===== src/rtl/tow_pkg.sv =====
// Shared types and constants for the tug-of-war match controller.
// The LFSR constants are only consumed when CPU_PLAYER_EN is defined.
package tow_pkg;

    typedef enum logic [1:0] {
        FIELD_RST  = 2'd0,
        PLAY       = 2'd1,
        HOLD       = 2'd2,
        MATCH_OVER = 2'd3
    } tow_state_e;

    localparam logic [1:0] WIN_NONE  = 2'b00;
    localparam logic [1:0] WIN_LEFT  = 2'b01;
    localparam logic [1:0] WIN_RIGHT = 2'b10;

    localparam logic [9:0] LFSR_SEED   = 10'h001;
    localparam int         LFSR_TAP_HI = 9;
    localparam int         LFSR_TAP_LO = 6;

    // Fibonacci step for x^10 + x^7 + 1.
    function automatic logic [9:0] lfsr_next(input logic [9:0] v);
        return {v[8:0], v[LFSR_TAP_HI] ^ v[LFSR_TAP_LO]};
    endfunction

endpackage


===== src/rtl/key_pulse.sv =====
// Three-flop synchronizer for an asynchronous key with a rising-edge detect.
// A held key yields exactly one single-cycle pulse.
module key_pulse (
    input  logic clk,
    input  logic Reset,
    input  logic key_i,
    output logic pulse_o
);

    logic s1_q, s2_q, s3_q;

    always_ff @(posedge clk) begin
        if (Reset) begin
            s1_q <= 1'b0;
            s2_q <= 1'b0;
            s3_q <= 1'b0;
        end else begin
            s1_q <= key_i;
            s2_q <= s1_q;
            s3_q <= s2_q;
        end
    end

    assign pulse_o = s2_q & ~s3_q;

endmodule


===== src/rtl/tug_of_war_ctrl.sv =====
// Tug-of-war match controller: key conditioning, scoring, win hold and field reset.
// Optional macro CPU_PLAYER_EN adds cpu_mode and an LFSR-driven right player.
module tug_of_war_ctrl
    import tow_pkg::*;
#(
    parameter int SCORE_W     = 3,
    parameter int SCORE_MAX   = 7,
    parameter int HOLD_CYCLES = 25_000_000
`ifdef CPU_PLAYER_EN
    ,
    parameter logic [9:0] CPU_THRESH = 10'd16
`endif
) (
    input  logic               clk,
    input  logic               Reset,
    input  logic               key_left,
    input  logic               key_right,
`ifdef CPU_PLAYER_EN
    input  logic               cpu_mode,
`endif
    input  logic               left_win,
    input  logic               right_win,
    output logic               left_press,
    output logic               right_press,
    output logic               field_reset,
    output logic [SCORE_W-1:0] left_score,
    output logic [SCORE_W-1:0] right_score,
    output logic [1:0]         winner,
    output logic               match_over
);

    localparam int                 HOLD_W = $clog2(HOLD_CYCLES + 1);
    localparam logic [SCORE_W-1:0] SMAX   = SCORE_W'(SCORE_MAX);
    localparam logic [HOLD_W-1:0]  HLOAD  = HOLD_W'(HOLD_CYCLES - 1);

    tow_state_e         state_q, state_d;
    logic [SCORE_W-1:0] left_score_q, left_score_d;
    logic [SCORE_W-1:0] right_score_q, right_score_d;
    logic [1:0]         winner_q, winner_d;
    logic               match_over_q, match_over_d;
    logic [HOLD_W-1:0]  hold_q, hold_d;
    logic               raw_left, raw_key_right, raw_right, tie;
    logic [SCORE_W-1:0] win_score;

    key_pulse u_key_left  (.clk(clk), .Reset(Reset), .key_i(key_left),  .pulse_o(raw_left));
    key_pulse u_key_right (.clk(clk), .Reset(Reset), .key_i(key_right), .pulse_o(raw_key_right));

`ifdef CPU_PLAYER_EN
    logic [9:0] lfsr_q;

    always_ff @(posedge clk) begin
        if (Reset) lfsr_q <= LFSR_SEED;
        else       lfsr_q <= lfsr_next(lfsr_q);
    end

    assign raw_right = cpu_mode ? (lfsr_q < CPU_THRESH) : raw_key_right;
`else
    assign raw_right = raw_key_right;
`endif

    assign tie       = raw_left & raw_right;
    assign win_score = (winner_q == WIN_LEFT) ? left_score_q : right_score_q;

    always_ff @(posedge clk) begin
        if (Reset) begin
            state_q       <= FIELD_RST;
            left_score_q  <= '0;
            right_score_q <= '0;
            winner_q      <= WIN_NONE;
            match_over_q  <= 1'b0;
            hold_q        <= '0;
        end else begin
            state_q       <= state_d;
            left_score_q  <= left_score_d;
            right_score_q <= right_score_d;
            winner_q      <= winner_d;
            match_over_q  <= match_over_d;
            hold_q        <= hold_d;
        end
    end

    always_comb begin
        state_d       = state_q;
        left_score_d  = left_score_q;
        right_score_d = right_score_q;
        winner_d      = winner_q;
        match_over_d  = match_over_q;
        hold_d        = hold_q;
        left_press    = 1'b0;
        right_press   = 1'b0;
        field_reset   = 1'b0;

        case (state_q)
            FIELD_RST: begin
                field_reset = 1'b1;
                state_d     = PLAY;
            end
            PLAY: begin
                left_press  = raw_left & ~tie;
                right_press = raw_right & ~tie;
                if (left_win && !right_win) begin
                    left_score_d = (left_score_q == SMAX) ? SMAX : left_score_q + 1'b1;
                    winner_d     = WIN_LEFT;
                    hold_d       = HLOAD;
                    state_d      = HOLD;
                end else if (right_win && !left_win) begin
                    right_score_d = (right_score_q == SMAX) ? SMAX : right_score_q + 1'b1;
                    winner_d      = WIN_RIGHT;
                    hold_d        = HLOAD;
                    state_d       = HOLD;
                end else if (left_win && right_win) begin
                    winner_d = WIN_NONE;
                    state_d  = FIELD_RST;
                end
            end
            HOLD: begin
                if (hold_q == '0) begin
                    if (win_score == SMAX) begin
                        match_over_d = 1'b1;
                        state_d      = MATCH_OVER;
                    end else begin
                        winner_d = WIN_NONE;
                        state_d  = FIELD_RST;
                    end
                end else begin
                    hold_d = hold_q - 1'b1;
                end
            end
            MATCH_OVER: begin
                // A simultaneous press from both players starts a fresh match.
                if (tie) begin
                    left_score_d  = '0;
                    right_score_d = '0;
                    winner_d      = WIN_NONE;
                    match_over_d  = 1'b0;
                    state_d       = FIELD_RST;
                end
            end
            default: state_d = FIELD_RST;
        endcase

        if (Reset) begin
            left_press  = 1'b0;
            right_press = 1'b0;
            field_reset = 1'b1;
        end
    end

    assign left_score  = left_score_q;
    assign right_score = right_score_q;
    assign winner      = winner_q;
    assign match_over  = match_over_q;

endmodule


===== config.mk =====
export PLATFORM = sky130hd
export DESIGN_NAME = tug_of_war_ctrl
export DESIGN_NICKNAME = d
export VERILOG_FILES = /design/src/rtl/tow_pkg.sv /design/src/rtl/key_pulse.sv /design/src/rtl/tug_of_war_ctrl.sv
export SDC_FILE = /design/constraint.sdc
export NUM_CORES = 1
export LEC_CHECK = 0
export ABC_AREA = 1
export CORE_UTILIZATION = 53
export CTS_CLUSTER_DIAMETER = 80
export DETAILED_ROUTE_END_ITERATION = 10
export GPL_ROUTABILITY_DRIVEN = 1
export GPL_TIMING_DRIVEN = 0
export MAX_ROUTING_LAYER = met4
export PLACE_DENSITY_LB_ADDON = 0.08
export SYNTH_ARGS = -nofsm -noshare
export SYNTH_HDL_FRONTEND = slang
export SYNTH_HIERARCHICAL = 1
export SYNTH_SLANG_ARGS = --single-unit

===== constraint.sdc =====
create_clock -name clk -period 1.4 [get_ports clk]
set_input_delay 0.21 -clock clk [delete_from_list [all_inputs] [get_ports clk]]
set_output_delay 0.21 -clock clk [all_outputs]
set_load 0.02 [all_outputs]

# Word level (Yosys, flattened, before mapping)
# Cells that the tools add are included.
# word_totals
regBits,42
elab_cells,91
inputBits,6
out_inout_bits,12
# op_classes
n_bitwise,8
add_sub_neg,3
muxes,34
n_eq_ne,17
reduce_logical,17
# op_table
operator,count
$mux W25,3
$pmux W25 S2,1
$logic_not A25 Y1,1
$sub A25 B1 Y25 const B,1
$mux W3,7
$mux W2,9
$ne A2 B2 Y1 const B,8
$pmux W3 S2,2
$eq A3 B3 Y1 const B,3
$mux W1,9
$reduce_and A3 Y1,3
$pmux W2 S4,1
$reduce_and A4 Y1,2
$add A3 B1 Y3 const B,2
$pmux W2 S3,1
$reduce_bool A2 Y1,3
$and A1 B1 Y1,5
$reduce_and A5 Y1,1
$eq A2 B1 Y1 const B,2
$eq A2 B2 Y1 const B,2
$ne A4 B4 Y1 const B,1
$logic_and A1 B1 Y1,3
$ne A3 B3 Y1 const B,1
$not A1 Y1,3
4 further kinds,5

# Logic depth before layout (Yosys ltp)
# Gate-level depths: netlist (run 1).
# depth
word_depth,7
mapped_depth,11

# Hierarchy
# The synthesis (run 1) kept the hierarchy.
# by_module_without_submodules
mod,area_per_inst_um2,seq_area_each_um2,cells_each,n_inst
tug_of_war_ctrl,2254.7,720.7,359,1
key_pulse,86.3,60.1,10,2

# Worst setup path before layout (run 1)
# No wires, ideal clock.
# synth_timing
path_type,reg-to-reg
startpoint,register hold_q[0]
endpoint,register hold_q[16]
path_stages_with_launch,9
path_slack_ps,-117
synth_period_minus_slack_ps,1517
arrival_ps,1385
path_cell_list,dfxtp_1 inv_1 ha_1 nand2_1 nor2_1 nand2_1 xnor2_1 o21ai_0 a21oi_1
# synth_via
elab_chain_len,3
word_cells_on_any_way,6
# synth_lines
element,line,text
"start, declared",tug_of_war_ctrl.sv:41,"logic [HOLD_W-1:0] hold_q, hold_d;"
"start signal, assigned",tug_of_war_ctrl.sv:78,hold_q <= hold_d;
$sub A25 B1 Y25 or $logic_not A25 Y1 (tied branches),"tug_of_war_ctrl.sv:126, tug_of_war_ctrl.sv:117",
$mux W25 or $ne A2 B2 Y1 (tied branches),--,
$pmux W25 S2 or $reduce_and A3 Y1 (tied branches),--,
# Parallel ways exist; a longest one is shown, timed or not. The select of a mux whose other input is x is not followed.
# A chain may end at the register's enable or synchronous reset.

# Final worst setup path (run 1)
# layout_timing
startpoint,register hold_q[12]
endpoint,register hold_q[19]
# Same word-level chain as after synthesis.

==> flow_metrics.env, run 1 <==
export IMPL_outcome="complete, but fails checks"
export IMPL_violations="setup timing"
export IMPL_clk_latency_ns=0.32
export IMPL_ys_seq_area_share_pct=34.6
export IMPL_io_pins=18
export IMPL_cts_max_path_buffers=2
export IMPL_dp_hpwl_um=4100
export IMPL_hold_violations=0
export IMPL_viasPerCell=5.99
export IMPL_drive_gt1_share_pct=47.8
export IMPL_wl_um=8690
export IMPL_synth_fp_nets=393
export IMPL_slew_headroom_pct=50.6
export IMPL_cp_start_kind="register"
export IMPL_required_ns=1.58
export IMPL_worstMarginPinSlew_ns=0.741
export IMPL_synth_avg_cell_area_sq_um=6.40
export IMPL_htree_levels=2
export IMPL_cts_sinks=42
export IMPL_ys_warnings_count=6
export IMPL_synthCells=379
export IMPL_synth_top_cell_by_area="dfxtp_1"
export IMPL_antenna_found_initial=0
export IMPL_setup_slack_ns=-0.325
export IMPL_vias=2942
export IMPL_netlist_area_sq_mm=0.00243
export IMPL_synth_area_mux_share_pct=0
export IMPL_ctsHoldBuffers=0
export IMPL_area_growth_pct=52.1
export IMPL_tritoncts="yes"
export IMPL_max_freq_mhz=580
export IMPL_fin_crit_sh_pct=123
export IMPL_ant_nets=0
export IMPL_synth_compound_area_share_pct=11.0
export IMPL_synth_xor_area_share_pct=3.25
export IMPL_arrival_ns=1.91
export IMPL_rows=24
export IMPL_async_flop_share_pct=0
export IMPL_nets=452
export IMPL_grt_pass1_wl_um=11500
export IMPL_setup_violations=33
export IMPL_clock_root_buffer="clkbuf_8"
export IMPL_synth_top_family_by_area="simple AND/OR/NAND/NOR gates"
export IMPL_endpoint_kind="register"
export IMPL_maxSlewViolCount=0
export IMPL_gp_congestion=0.889
export IMPL_min_period_ns=1.72
export IMPL_maxCapViolCount=0
export IMPL_synth_top_area_share_pct=34.6
export IMPL_hold_path_class="in -> reg"
export IMPL_synth_ff_type="dfxtp_1"
export IMPL_numCtsBuffers=5
export IMPL_antenna_cells=0
export IMPL_die_h_um=69.7
export IMPL_wl_per_cell_um=17.7
export IMPL_start_util_pct=55.4
export IMPL_worstSetupPathType="reg -> reg"
export IMPL_clk_pin_slew_ns=0.10
export IMPL_firstDrtPassIters=8
export IMPL_fp_dieW_um=69.7
export IMPL_synth_fa_ha_area_share_pct=4.12
export IMPL_fin_skew_ns=0.0126
export IMPL_port_buffers=17
export IMPL_grt_max_degree=16
export IMPL_synth_seq_cells=42
export IMPL_yosysUniqueCellTypes=29
export IMPL_dieArea_sq_mm=0.00485
export IMPL_tns_ns=-5.78
export IMPL_grt_pass1_vias=2599
export IMPL_gr_total_overflow=0
export IMPL_synth_simple_area_share_pct=37.9
export IMPL_drcViolationCount=0
export IMPL_synth_area_leaders="dfxtp_1, nand2_1, nor2_1"
export IMPL_rsz0062_at_grt="yes"
export IMPL_first_iter_violations=267
export IMPL_track_usage_pct=30.9
export IMPL_synth_edf_count=0
export IMPL_placeableCoreArea_sq_mm=0.00438
export IMPL_crit_fanout=5
## synth_stat cells (all sizes together), types with 3 or more instances
master,n
inv,43
ha,8
nand2,103
o21ai,14
dfxtp,42
buf,4
or2,3
nand4,9
a21oi,32
nand3,23
nor2,72
xnor2,5
clkbuf,5
xor2,4
## kinds of logic (layout without fill, tap and decap cells)
| group | Yosys count | in the layout |
|---|---|---|
| fa+ha+maj | 8 | 8 |
| xor+xnor | 9 | 9 |
| simple gates | 215 | 215 |
| compound gates | 51 | 51 |
| buf+inv | 54 | 114 |
| flops | 42 | 42 |
## per-layer routing
layer  share of wire [%]  GRT usage [%]  vias to the layer above
li1                    -              -                     1326
met5                   0              -                        -
met2                  47           53.5                      197
met4                 7.4           17.6                        0
met3                 8.3           5.52                       82
met1                  37           33.1                     1337
## area by class of cell
type	instances	area (sq um)
multi-input combinational	283	1860
sequential	42	881
fill	253	692
timing repair buffer	53	503
inverter	45	196
buffer	8	81.3
clock buffer	6	72.6
tap	52	65.1
clock inverter	2	37.5
## through the flow
stage	worst slack, ns	cells	area [sq um]	hold WS, ns	utilization, %
2_1_floorplan	-0.0235	379	2430	0.281	-
3_3_place_gp	-1.22	448	2670	0.390	60.9
3_5_place_dp	-1.19	448	2670	0.400	60.9
4_1_cts	-0.153	479	3270	0.256	74.6
5_1_grt	-0.354	491	3690	0.240	84.2
6_report	-0.325	491	3690	0.249	84.2
## final timing paths
check	startpoint	end	slack [ns]	depth (start not counted)
worst max register to register	hold_q[12]	hold_q[19]	-0.32	8
worst max-delay path	hold_q[12]	hold_q[19]	-0.32	8
worst min-delay path	Reset	hold_q[14]	0.25	2
worst min register to register	u_key_right/s1_q	u_key_right/s2_q	0.40	2
## worst max-delay path, cell delays in order (launching register included)
cell and delay [ns]:
dfxtp_2 0.37, nor2_2 0.16, nand2_1 0.11, nor2_2 0.20, nand2_2 0.13, o21ai_0 0.30
nand3_1 0.17, nand2_1 0.11, a21oi_2 0.05
## placed cells by master (no fill, tap or decap), types with 3 or more instances in the layout
master         count
ha_4               3
nor2_2            22
nand2_2           25
nand2_1           67
xnor2_1            3
ha_1               5
clkbuf_1           3
inv_1             29
o21ai_2            4
inv_2             11
nand3_1           18
dfxtp_4            4
buf_6             12
a21oi_1            7
nand2_4           10
buf_4             23
dfxtp_2           20
xor2_1             4
dlygate4sd2_1     11
dfxtp_1           18
nand4_1            9
nand3_2            5
a21oi_2           25
nor2_4            13
or2_2              3
o21ai_0            8
nor2_1            37
clkbuf_8           5
## sequential cells by signal, summed over array words and instances, names as in the netlist, 2 cells and up
name / count
right_score: 3
winner: 2
state_q: 2
hold_q: 25
left_score: 3
## what timing repair did
action                     in CTS  in global routing
pin swaps                      41                 33
cloned                          2                  1
buffers inserted               22                 11
setup endpoints to repair      48                 39
gates resized for setup       140                 99
Power of run 1 is not shown: default switching activity piles up to over one toggle a cycle in this logic, so the estimate is an artifact.
==> inputs of run 2 (changes only) <==
CORE_MARGIN = 2   (was not set)
CORE_UTILIZATION = 50   (was 53)
SKIP_LAST_GASP = 1   (was not set)
==> run 2 against run 1 <==
  * The flow still finishes with violations (setup timing)
  * Sequential cell count is the same
  * Register-to-register slack lost 0.03 ns
  * Sequential share of layout area grew 0.071 points
  * Design area grew 1.1%
  * Wire length grew 3.8%
  * Die area grew 12%
  * Highest routed layer unchanged
  * Setup slack lost 0.033 ns
  * Core utilization shrank 4.6 points
  * Via count shrank 0.10%
  * Worst hold slack lost 0.068 ns
==> flow_metrics.env, run 2 (synthesis results as in run 1) <==
export IMPL_required_ns=1.64
export IMPL_dpl_cell_count=450
export IMPL_r2r_setup_slack_ns=-0.36
export IMPL_clock_root_buffer="clkbuf_8"
export IMPL_min_from="Reset"
export IMPL_outcome="complete, but fails checks"
export IMPL_hold_ws_ns=0.182
export IMPL_cp_start_kind="register"
export IMPL_firstDrtPassIters=6
export IMPL_wl_um=9020
export IMPL_first_iter_violations=310
export IMPL_worstReg2RegEnd="hold_q[14]"
export IMPL_gr_total_overflow=0
export IMPL_setup_violations=32
export IMPL_final_common_cell="nand2_1"
export IMPL_clk_latency_ns=0.31
export IMPL_placeableCoreArea_sq_mm=0.00469
export IMPL_hold_depth=2
export IMPL_worstSetupPathType="reg -> reg"
export IMPL_viasPerCell=5.77
export IMPL_ctsHoldBuffers=0
export IMPL_r2r_cells=10
export IMPL_largest_register_ffs=25
export IMPL_antenna_cells=0
export IMPL_fin_skew_ns=0.0113
export IMPL_worstMarginPinSlew_ns=0.744
export IMPL_min_to="hold_q[15]"
export IMPL_nets=468
export IMPL_multiInputGateArea_sq_mm=0.00180
export IMPL_htree_levels=2
export IMPL_drcViolationCount=0
export IMPL_n_fill_cell=304
export IMPL_maxCapViolCount=0
export IMPL_final_seq_area_sq_um=893
export IMPL_rsz0062_at_grt="yes"
export IMPL_largest_register="hold_q"
export IMPL_track_usage_pct=31.5
export IMPL_timing_rr_start="hold_q[1]"
export IMPL_mostFrequentLayoutCells="nand2_1, buf_4, nor2_1"
export IMPL_maxSlewViolCount=0
export IMPL_dieArea_sq_mm=0.00543
export IMPL_drive_gt1_share_pct=44.4
export IMPL_endpoint_kind="register"
export IMPL_die_h_um=73.7
export IMPL_dp_hpwl_um=4150
export IMPL_grt_max_degree=16
export IMPL_io_pins=18
export IMPL_antenna_found_initial=0
export IMPL_cts_sinks=42
export IMPL_arrival_ns=2.00
export IMPL_hold_violations=0
export IMPL_numCtsBuffers=5
export IMPL_port_buffers=17
export IMPL_min_period_ns=1.76
export IMPL_post_route_util_pct=79.6
export IMPL_crit_fanout=5
export IMPL_setup_slack_ns=-0.358
export IMPL_cts_max_path_buffers=2
export IMPL_wl_per_cell_um=17.7
export IMPL_fin_cells=509
export IMPL_area_growth_pct=53.8
export IMPL_fin_crit_sh_pct=126
export IMPL_vias=2939
export IMPL_max_freq_mhz=569
export IMPL_ant_nets=0
export IMPL_grt_pass1_wl_um=12600
export IMPL_tritoncts="yes"
export IMPL_slew_headroom_pct=50.4
export IMPL_gp_congestion=0.887
export IMPL_fp_dieW_um=73.7
export IMPL_clk_pin_slew_ns=0.09
export IMPL_start_util_pct=51.7
export IMPL_rows=25
export IMPL_violations="setup timing"
export IMPL_grt_pass1_vias=2705
export IMPL_hold_path_class="in -> reg"
[run 2: cell types whose count changed in the layout (fill, tap and decap cells not counted), sizes merged]
cell | before | now
buf | 41 | 59
clkinvlp | 1 | 0
clkbuf | 13 | 12
[run 2: stage by stage]
stage	cell area [sq um]	setup WS, ns	setup TNS, ns
floorplan	2430	-0.0235	-0.0463
global placement	2670	-1.25	-23.23
detailed placement	2670	-1.23	-23.87
CTS	3500	-0.120	-2.22
global route	3730	-0.390	-7.56
finish	3730	-0.358	-6.21
[run 2: cell type report]
class,instances,share of cell area (%)
clock buffer,7,2.04
sequential,42,23.9
timing repair buffer,70,16.5
buffer,7,1.58
tap,54,1.81
multi-input combinational,283,48.1
inverter,45,5.23
clock inverter,1,0.804
[run 2: worst max-delay path by stage]
stage	startpoint	endpoint	slack, ns	cells after the start
floorplan	u_key_right/s2_q	right_press	-0.02	4
global placement	Reset	field_reset	-1.25	6
detailed placement	Reset	field_reset	-1.23	6
CTS	hold_q[1]	hold_q[7]	-0.12	11
global route	hold_q[1]	hold_q[14]	-0.39	10
finish	hold_q[1]	hold_q[14]	-0.36	10
[run 2: repair_timing]
item                       in CTS  in global routing
setup endpoints to repair      48                 39
gates resized for setup       157                 67
buffers inserted               38                 19
gates cloned                    3                  0
pin swaps                      43                 39
[run 2: critical path: stages (launching register included)]
cell and delay, ns:
dfxtp_2 0.34, inv_2 0.07, buf_4 0.11, buf_6 0.10, ha_4 0.18, inv_4 0.06
nor2_4 0.21, nand2_2 0.10, xnor2_1 0.24, o21ai_1 0.14, a21oi_1 0.15
[run 2: metal layers]
metal	track usage (%)	routed length (um)	vias to the layer above
met5	-	0	-
met4	21.2	683	0
met3	3.98	687	66
met2	54.7	4310	167
met1	33.0	3340	1350
li1	-	-	1356
Power of run 2 is left out for the same reason.
